## src/rtl/dacarb.sv

```systemverilog
// ---------------------------------------------------------------------------
// dacarb -- round-robin arbiter sharing one DAC serializer between two
// requesters, with one transfer in flight at a time.
//
// Flow per transfer: IDLE (grant, latch cmd/data) -> LOAD (one setup cycle,
// dacdav low) -> WAIT (dacdav high, 8-bit timer runs) -> RELEASE (dacdav low
// until the serializer drops davdac) -> IDLE.
//
// Ports:
//   dacclk          clock, rising edge
//   rstn            asynchronous active-low reset
//   req0/req1       level-held transfer requests
//   cmd0/cmd1       per-requester command byte (sampled at grant)
//   data0/data1     per-requester data byte (sampled at grant)
//   ack0/ack1       one-cycle pulse: transfer completed for that requester
//   err0/err1       one-cycle pulse: transfer timed out for that requester
//   daccmd/dacdata  command/data presented to the serializer
//   dacdav          data valid to the serializer
//   davdac          serializer done/acknowledge
//   gnt             index of the requester currently or last served
//   busy            high whenever the FSM is not in IDLE
//   tofault         sticky timeout flag, cleared only by reset
// ---------------------------------------------------------------------------
module dacarb (
  input  logic       dacclk,
  input  logic       rstn,
  input  logic       req0,
  input  logic       req1,
  input  logic [7:0] cmd0,
  input  logic [7:0] cmd1,
  input  logic [7:0] data0,
  input  logic [7:0] data1,
  output logic       ack0,
  output logic       ack1,
  output logic       err0,
  output logic       err1,
  output logic [7:0] daccmd,
  output logic [7:0] dacdata,
  output logic       dacdav,
  input  logic       davdac,
  output logic       gnt,
  output logic       busy,
  output logic       tofault
);

  typedef enum logic [1:0] {
    IDLE    = 2'd0,
    LOAD    = 2'd1,
    WAIT    = 2'd2,
    RELEASE = 2'd3
  } state_e;

  // Last timer value at which a missing davdac still leaves one more cycle;
  // the timer reaches 255 on the edge that flags the timeout.
  localparam logic [7:0] TIMER_LAST = 8'd254;

  state_e     state_q,   state_d;
  logic       gnt_q,     gnt_d;
  logic [7:0] daccmd_q,  daccmd_d;
  logic [7:0] dacdata_q, dacdata_d;
  logic       dacdav_q,  dacdav_d;
  logic [1:0] ack_q,     ack_d;
  logic [1:0] err_q,     err_d;
  logic [7:0] timer_q,   timer_d;
  logic       tofault_q, tofault_d;
  logic       pick;

  // Round-robin choice: on contention serve the requester not served last
  // (gnt_q doubles as the pointer), otherwise whichever one is asking.
  always_comb begin
    pick = gnt_q;
    if (req0 && req1) pick = ~gnt_q;
    else if (req0)    pick = 1'b0;
    else if (req1)    pick = 1'b1;
  end

  // NOTE: every variable gets its default before the case statement, so no
  // path through this block can leave a value unassigned and infer a latch.
  always_comb begin
    state_d   = state_q;
    gnt_d     = gnt_q;
    daccmd_d  = daccmd_q;
    dacdata_d = dacdata_q;
    dacdav_d  = dacdav_q;
    ack_d     = 2'b00;
    err_d     = 2'b00;
    timer_d   = timer_q;
    tofault_d = tofault_q;

    case (state_q)
      IDLE: begin
        // davdac is deliberately ignored here.
        if (req0 || req1) begin
          gnt_d     = pick;
          daccmd_d  = pick ? cmd1  : cmd0;
          dacdata_d = pick ? data1 : data0;
          state_d   = LOAD;
        end
      end
      LOAD: begin
        dacdav_d = 1'b1;
        timer_d  = 8'd0;
        state_d  = WAIT;
      end
      WAIT: begin
        timer_d = timer_q + 8'd1;
        // Acknowledge has priority over a timeout landing on the same edge.
        if (davdac) begin
          ack_d[gnt_q] = 1'b1;
          dacdav_d     = 1'b0;
          state_d      = RELEASE;
        end else if (timer_q == TIMER_LAST) begin
          err_d[gnt_q] = 1'b1;
          tofault_d    = 1'b1;
          dacdav_d     = 1'b0;
          state_d      = RELEASE;
        end
      end
      RELEASE: begin
        // Wait for the serializer to drop davdac; no timeout here.
        if (!davdac) state_d = IDLE;
      end
      default: state_d = IDLE;
    endcase
  end

  // NOTE: state registers use non-blocking assignments so every flop samples
  // the pre-edge values regardless of evaluation order.
  always_ff @(posedge dacclk or negedge rstn) begin
    if (!rstn) begin
      state_q   <= IDLE;
      gnt_q     <= 1'b1;  // requester 0 wins the first contention
      daccmd_q  <= 8'd0;
      dacdata_q <= 8'd0;
      dacdav_q  <= 1'b0;
      ack_q     <= 2'b00;
      err_q     <= 2'b00;
      timer_q   <= 8'd0;
      tofault_q <= 1'b0;
    end else begin
      state_q   <= state_d;
      gnt_q     <= gnt_d;
      daccmd_q  <= daccmd_d;
      dacdata_q <= dacdata_d;
      dacdav_q  <= dacdav_d;
      ack_q     <= ack_d;
      err_q     <= err_d;
      timer_q   <= timer_d;
      tofault_q <= tofault_d;
    end
  end

  assign ack0    = ack_q[0];
  assign ack1    = ack_q[1];
  assign err0    = err_q[0];
  assign err1    = err_q[1];
  assign daccmd  = daccmd_q;
  assign dacdata = dacdata_q;
  assign dacdav  = dacdav_q;
  assign gnt     = gnt_q;
  assign busy    = (state_q != IDLE);
  assign tofault = tofault_q;

endmodule

```

## config.mk

```make
export PLATFORM = sky130hd
export DESIGN_NAME = dacarb
export DESIGN_NICKNAME = d
export VERILOG_FILES = /design/src/rtl/dacarb.sv
export SDC_FILE = /design/constraint.sdc
export NUM_CORES = 1
export LEC_CHECK = 0
export BUFFER_PORTS_ARGS = -buffer_cell sky130_fd_sc_hd__buf_4
export CAP_MARGIN = 20
export CELL_PAD_IN_SITES_DETAIL_PLACEMENT = 1
export CELL_PAD_IN_SITES_GLOBAL_PLACEMENT = 2
export CORE_ASPECT_RATIO = 1.5
export CORE_UTILIZATION = 28
export CTS_CLUSTER_DIAMETER = 50
export DETAILED_ROUTE_END_ITERATION = 6
export PLACE_DENSITY = 0.77
export SYNTH_ARGS = -nofsm -noshare
export SYNTH_HDL_FRONTEND = slang
export SYNTH_SLANG_ARGS = --single-unit
```

## constraint.sdc

```tcl
create_clock -name dacclk -period 2 [get_ports dacclk]
set_input_delay 0.3 -clock dacclk [delete_from_list [all_inputs] [get_ports dacclk]]
set_output_delay 0.3 -clock dacclk [all_outputs]
set_load 0.02 [all_outputs]
```

==> run metrics, run 1 <==
status complete, no violations; htree depth 2; sequential power share about 32%; Initial Util 28.8%; total track usage between 10% and 20%; row count 33; Most common cell on crit path inv_1; max incr delay on CP a little over 400 ps; worst-path fanout max 3; Fin Setup TNS 0 ps; max-cap violation count 0; Layout area overhead 41.6%; Num CTS Buffers 5; Util after Layout 40.8%; die footprint 0.00592 mm2; CP Capture Type flop; synth warn 0; initial antenna violation count 0; RePlAce Congestion 0.700; TritonCTS clock tree done; commonest cells after routing, fill and taps aside buf_4, dfrtp_1, nand2_1; post-placement cell count between 200 and 300; Achievable Freq roughly 0.62 GHz; DRC 0; Hold Path Class in -> reg; ant diodes 0; first-iteration detailed-routing DRC count 38; Synth Cell Area 0.00157 mm2; largest net degree at the start of global routing 35; Post-Syn Nets about 200; hold buffers post-CTS 1; reported net switching power ~1.2 mW; GRT overflow 0; final WL approximately 4000 um; layout cells sized above 1 roughly a third; CTS resizes 0; Worst IR Drop VDD between 700 and 800 uV; max-slew violation count 0; Startpoint Class flop; drt wl/cell approximately 14 um; Crit path buffers/inverters 2; Setup violations, final 0; Slew @ Worst Pin 421 ps; first-pass GRT wire length 6730 um; Netlist cell types 31; Crit path max-delay family compound AO/OA/AOI/OAI gates; Buffers on Ports 60; Synth Area per Inst around 10 um2; drt first pass iters 3; core area 0.00545 mm2; DP HPWL 3030 um; switch share between 30% and 40%; Worst-path clk slew about 70 ps; setup bufs post-CTS 0; RSZ-0062 raised after global routing no; Skew-Pair Late Insertion Delay ~280 ps; Critical Path AT about 1800 ps; vias per std cell 4.67; CP required 2170 ps; Sink Count 33; crit path max-delay cell type o311ai_1; class of the most critical setup path reg -> reg; CP Cell Sequence inv_1, ha_1, inv_1, o311ai_1, mux2_4; clk_skew ~6.5 ps; # IOs between 60 and 70; clk root buf clkbuf_8; die height 93.8 um; vias in the first global route about 1.4k; design area between 0.002 and 0.0025 mm2; clock network fraction of total power between 20 and 25%; Pint about 2.0 mW; Clock Path Buffers 2; Final min period about 1600 ps; Finished Layout Cells 290; PD cells approximately 1400 mW/mm2; leading cell type in the layout, fill and taps excluded buf_4; Seq/Total Area, Yosys 52.6%; Tot Pwr approximately 3.2 mW; synthesis-stage register bit count 33; combinational power share around 48%; fillers ~650; Placed Area 0.00210 mm2; # nets final between 200 and 300; Final period util about four fifths; post-route ant nets 0; slew margin rel. 71.9%; vias around 1.4k; Pleak 1.11 nW; final hold vios 0; Die X between 60 and 70 um; Mapped Cells approximately 150
==> worst reg2reg max path, stage by stage, from the launching register on <==
cell and delay (ps):
dfrtp_1 380, inv_1 110, ha_1 190, inv_1 80
o311ai_1 410, mux2_4 330
==> metrics by stage <==
step                      setup WS, ps  hold slack (ps)
after floorplan                    438             4.41
after global placement             426              276
after detailed placement           387              268
after CTS                          364              269
after global routing               302              294
final                              377              279
==> Yosys cell counts, drive strengths merged <==
library cell / number / area, um2
dfrtp: 32 / 801
o21ai: 27 / 135
nand2: 23 / 86.3
mux2i: 16 / 160
inv: 9 / 33.8
nand3: 6 / 30.0
ha: 5 / 62.6
clkbuf: 4 / 25.0
nor2: 4 / 15.0
a21oi: 3 / 15.0
and3: 3 / 20.0
buf: 3 / 31.3
nand3b: 2 / 15.0
nand4: 2 / 12.5
nor2b: 2 / 12.5
or3: 2 / 12.5
a21o: 1 / 7.51
a32oi: 1 / 8.76
dfstp: 1 / 26.3
mux2: 1 / 15.0
nand2b: 1 / 6.26
nor3b: 1 / 7.51
o221ai: 1 / 8.76
o22ai: 1 / 6.26
o311ai: 1 / 8.76
xor2: 1 / 8.76
==> state kept, by name, summed over array words and instances, names as in the netlist <==
name	cells
dacdata	8
daccmd	8
err_q	2
dacdav	1
gnt	1
timer_q	8
ack_q	2
state_q	2
tofault	1
==> kinds of logic after synthesis <==
kind of cell               synth area share (%)
and+or+nand+nor                            13.9
AOI/OAI and AO/OA                          12.1
DFF                                        52.6
muxes                                      11.1
buffers and inverters                      5.73
adders and majority gates                  3.98
xor gates and xnor gates                  0.557
==> cell type report <==
type                            count  area (um2)  share of cell area (%)
Clock buffer                        7        86.3                    3.88
Clock inverter                      1        30.0                    1.35
Inverter                            9        33.8                    1.52
Multi-Input combinational cell    104         662                    29.8
Sequential cell                    33         827                    37.2
Tap cell                           70        87.6                    3.94
Timing Repair Buffer               66         498                    22.4
==> power groups by stage <==
stage               Combinational (mW)  Sequential (mW)  Clock (mW)
floorplan                        0.747             1.26           0
global placement                  1.54             1.05           0
detailed placement                1.56             1.06           0
CTS                               1.57             1.04       0.667
global route                      1.71             1.07       0.685
finish                            1.53             1.03       0.650
==> path summary, 6_finish.rpt <==
kind	depth (start not counted)	slack (ps)	startpoint	to
setup / recovery	5	380	state_q[0]	state_q[1]
hold / removal	3	280	davdac	ack_q[0]
setup reg to reg	5	380	state_q[0]	state_q[1]
hold reg to reg	1	480	tofault	tofault
max in group asynchronous	2	1160	rstn	gnt
min in group asynchronous	2	510	rstn	state_q[0]
==> per-layer routing <==
| metal | global-route usage [%] | vias up | part of all wire, % |
|---|---|---|---|
| met5 | 0 | - | 0 |
| met4 | 5.11 | 0 | 1.4 |
| met3 | 2.91 | 6 | 6.4 |
| met2 | 26.7 | 47 | 51 |
| met1 | 17.0 | 648 | 41 |
| li1 | - | 653 | - |
(Power assumes the default switching activity.)
==> run 2, diff against run 1 <==
--- a/config.mk
+++ b/config.mk
@@ -10,10 +10,10 @@
 export CELL_PAD_IN_SITES_DETAIL_PLACEMENT = 1
 export CELL_PAD_IN_SITES_GLOBAL_PLACEMENT = 2
 export CORE_ASPECT_RATIO = 1.5
-export CORE_UTILIZATION = 28
+export CORE_UTILIZATION = 25
 export CTS_CLUSTER_DIAMETER = 50
 export DETAILED_ROUTE_END_ITERATION = 6
-export PLACE_DENSITY = 0.77
+export PLACE_DENSITY = 0.73
 export SYNTH_ARGS = -nofsm -noshare
 export SYNTH_HDL_FRONTEND = slang
 export SYNTH_SLANG_ARGS = --single-unit
==> constraint.sdc (replaced) <==
create_clock -name dacclk -period 1.4 [get_ports dacclk]
set_input_delay 0.21 -clock dacclk [delete_from_list [all_inputs] [get_ports dacclk]]
set_output_delay 0.21 -clock dacclk [all_outputs]
set_load 0.02 [all_outputs]
==> run 2 against run 1 <==
The run now ends with setup timing left. Clock-buffer cell count is the same. Sequential power grew 44%. Wire length grew 6.2%. Total power grew 65%. Design area grew 17%. Clock skew grew 2.0 ps. Register-to-register slack lost 440 ps. Flip-flop and latch count is the same. Core utilization grew 1.8 points. Global-route usage shrank 0.63 points. Critical path type unchanged. Highest routed layer unchanged.
==> run metrics, run 2 (synthesis results as in run 1) <==
CP required 1580 ps (was 2170 ps); slew margin rel. 70.6% (was 71.9%); first-pass GRT wire length 6940 um (was 6730 um); Slew @ Worst Pin 441 ps (was 421 ps); Num CTS Buffers 5 (unchanged); total track usage 14.1% (was 14.7%); Hold Path Class in -> reg (unchanged); Final min period 1460 ps (was 1620 ps); final worst setup slack -61.9 ps (was 377 ps); RSZ-0062 raised after global routing yes (was no); largest net degree at the start of global routing 34 (was 35); max-slew violation count 0 (unchanged); class of the most critical setup path reg -> reg (unchanged); final hold vios 0 (unchanged); Util after Layout 42.7% (was 40.8%); RePlAce Congestion 0.711 (was 0.700); max incr delay on CP 360 ps (was 410 ps); vias per std cell 4.50 (was 4.67); Startpoint Class flop (unchanged); die height 99.1 um (was 93.8 um); drt first pass iters 4 (was 3); post-placement cell count 301 (was 281); R2R depth 7 (was 5); clk root buf clkbuf_8 (unchanged); crit path max-delay cell type dfrtp_1 (was o311ai_1); GRT overflow 0 (unchanged); post-route ant nets 0 (unchanged); initial antenna violation count 0 (unchanged); clk_skew 8.44 ps (was 6.46 ps); TritonCTS clock tree done (unchanged); CP Cell Sequence inv_2, buf_4, ha_4, nor2b_4, o21ai_2, o311ai_4, mux2_4 (was inv_1, ha_1, inv_1, o311ai_1, mux2_4); Worst IR Drop VDD 860 uV (was 773 uV); CP Capture Type flop (unchanged); Fin Setup TNS -102 ps (was 0 ps); final WL 4260 um (was 4010 um); Skew-Pair Late Insertion Delay 290 ps (was 280 ps); worst-path fanout max 2 (was 3); Worst-path clk slew 70 ps (about the same); worst reg2reg path startpoint state_q[0] (unchanged); core area 0.00609 mm2 (was 0.00545 mm2); Achievable Freq 0.684 GHz (was 0.616 GHz); vias 1443 (was 1354); # IOs 61 (unchanged); PD cells 2040 mW/mm2 (was 1450 mW/mm2); max-cap violation count 0 (unchanged); failing checks setup timing; vias in the first global route 1500 (was 1403); Critical Path AT 1640 ps (was 1790 ps); htree depth 2 (unchanged); # nets final 288 (was 261); die footprint 0.00661 mm2 (was 0.00592 mm2); first-iteration detailed-routing DRC count 17 (was 38); FF-to-FF End state_q[1] (unchanged); FF-to-FF setup slack -60 ps (was 380 ps); commonest cells after routing, fill and taps aside buf_4, dfrtp_1, nand2_1 (unchanged); drt wl/cell 13.3 um (was 13.8 um); fillers 704 (was 649); Initial Util 25.8% (was 28.8%); Sink Count 33 (unchanged); status finished, violations left (was complete, no violations); Final period util 104% (was 81.2%); Pleak 1.27 nW (was 1.11 nW); Setup violations, final 5 (was 0); Layout area overhead 65.2% (was 41.6%); Clock Path Buffers 2 (unchanged); Buffers on Ports 60 (unchanged); Finished Layout Cells 321 (was 290); DRC 0 (unchanged); crit path to state_q[1] (unchanged); Die X 66.7 um (was 63.2 um); layout cells sized above 1 49.8% (was 35.0%); ant diodes 0 (unchanged); Critical path origin state_q[0] (unchanged); DP HPWL 3060 um (was 3030 um); row count 35 (was 33); leading cell type in the layout, fill and taps excluded buf_4 (unchanged)
==> run 2: metal layers <==
| metal | GRT usage [%] | part of all wire, % | vias up |
|---|---|---|---|
| met5 | 0 | 0 | - |
| met4 | 6.06 | 1.7 | 0 |
| met3 | 4.36 | 5.3 | 8 |
| met2 | 25.6 | 56 | 43 |
| met1 | 14.2 | 37 | 680 |
| li1 | - | - | 712 |
==> run 2: per-stage QoR <==
stage | worst slack (ps) | hold slack [ps] | power (mW) | instance area, um2
global route | -102 | 195 | 5.67 | 2600
floorplan | -58.6 | -85.6 | 2.95 | 1610
finish | -61.9 | 193 | 5.30 | 2600
CTS | -51.0 | 183 | 5.23 | 2530
global placement | -49.4 | 194 | 4.07 | 2300
detailed placement | -109 | 189 | 4.13 | 2300
==> run 2: critical path: cells and delay by family (launching register included) <==
family | cells | cell delay [ps]
DFF | 1 | 360
buffers and inverters | 2 | 200
muxes | 1 | 310
and+or+nand+nor | 1 | 120
AOI/OAI and AO/OA | 2 | 210
adders and majority gates | 1 | 150
==> run 2: timing repair <==
action / 4_1_cts / 5_1_grt
buffers inserted: 7 / 4
endpoints found under the hold margin: 32 / 0
gates cloned: 1 / 0
setup endpoints to repair: 20 / 22
resized for setup: 12 / 15
pin swaps: 5 / 6
hold buffers: 1 / 0
==> run 2: final cells by class <==
type	count	area, um2	area share [%]
Tap cell	74	92.6	3.57
Clock buffer	7	76.3	2.94
Inverter	9	36.3	1.40
Clock inverter	1	5.00	0.193
Timing Repair Buffer	93	777	29.9
Multi-Input combinational cell	104	782	30.1
Sequential cell	33	827	31.9
==> run 2: how the worst min path moves through the flow <==
stage	endpoint	depth (start not counted)	startpoint	slack [ps]
global placement	daccmd[0]	1	rstn	190
global route	daccmd[5]	3	cmd1[5]	200
finish	daccmd[2]	3	cmd1[2]	190
CTS	dacdata[5]	3	data1[5]	180
detailed placement	daccmd[3]	1	rstn	190
floorplan	ack_q[0]	0	rstn	-90
==> run 2: report_power, final <==
part / total (mW) / switching (mW) / leakage [nW] / internal, mW
Combinational: 3.13 / 1.52 / 0.806 / 1.61
Sequential: 1.48 / 0.186 / 0.424 / 1.29
Clock: 0.695 / 0.347 / 0.0422 / 0.349
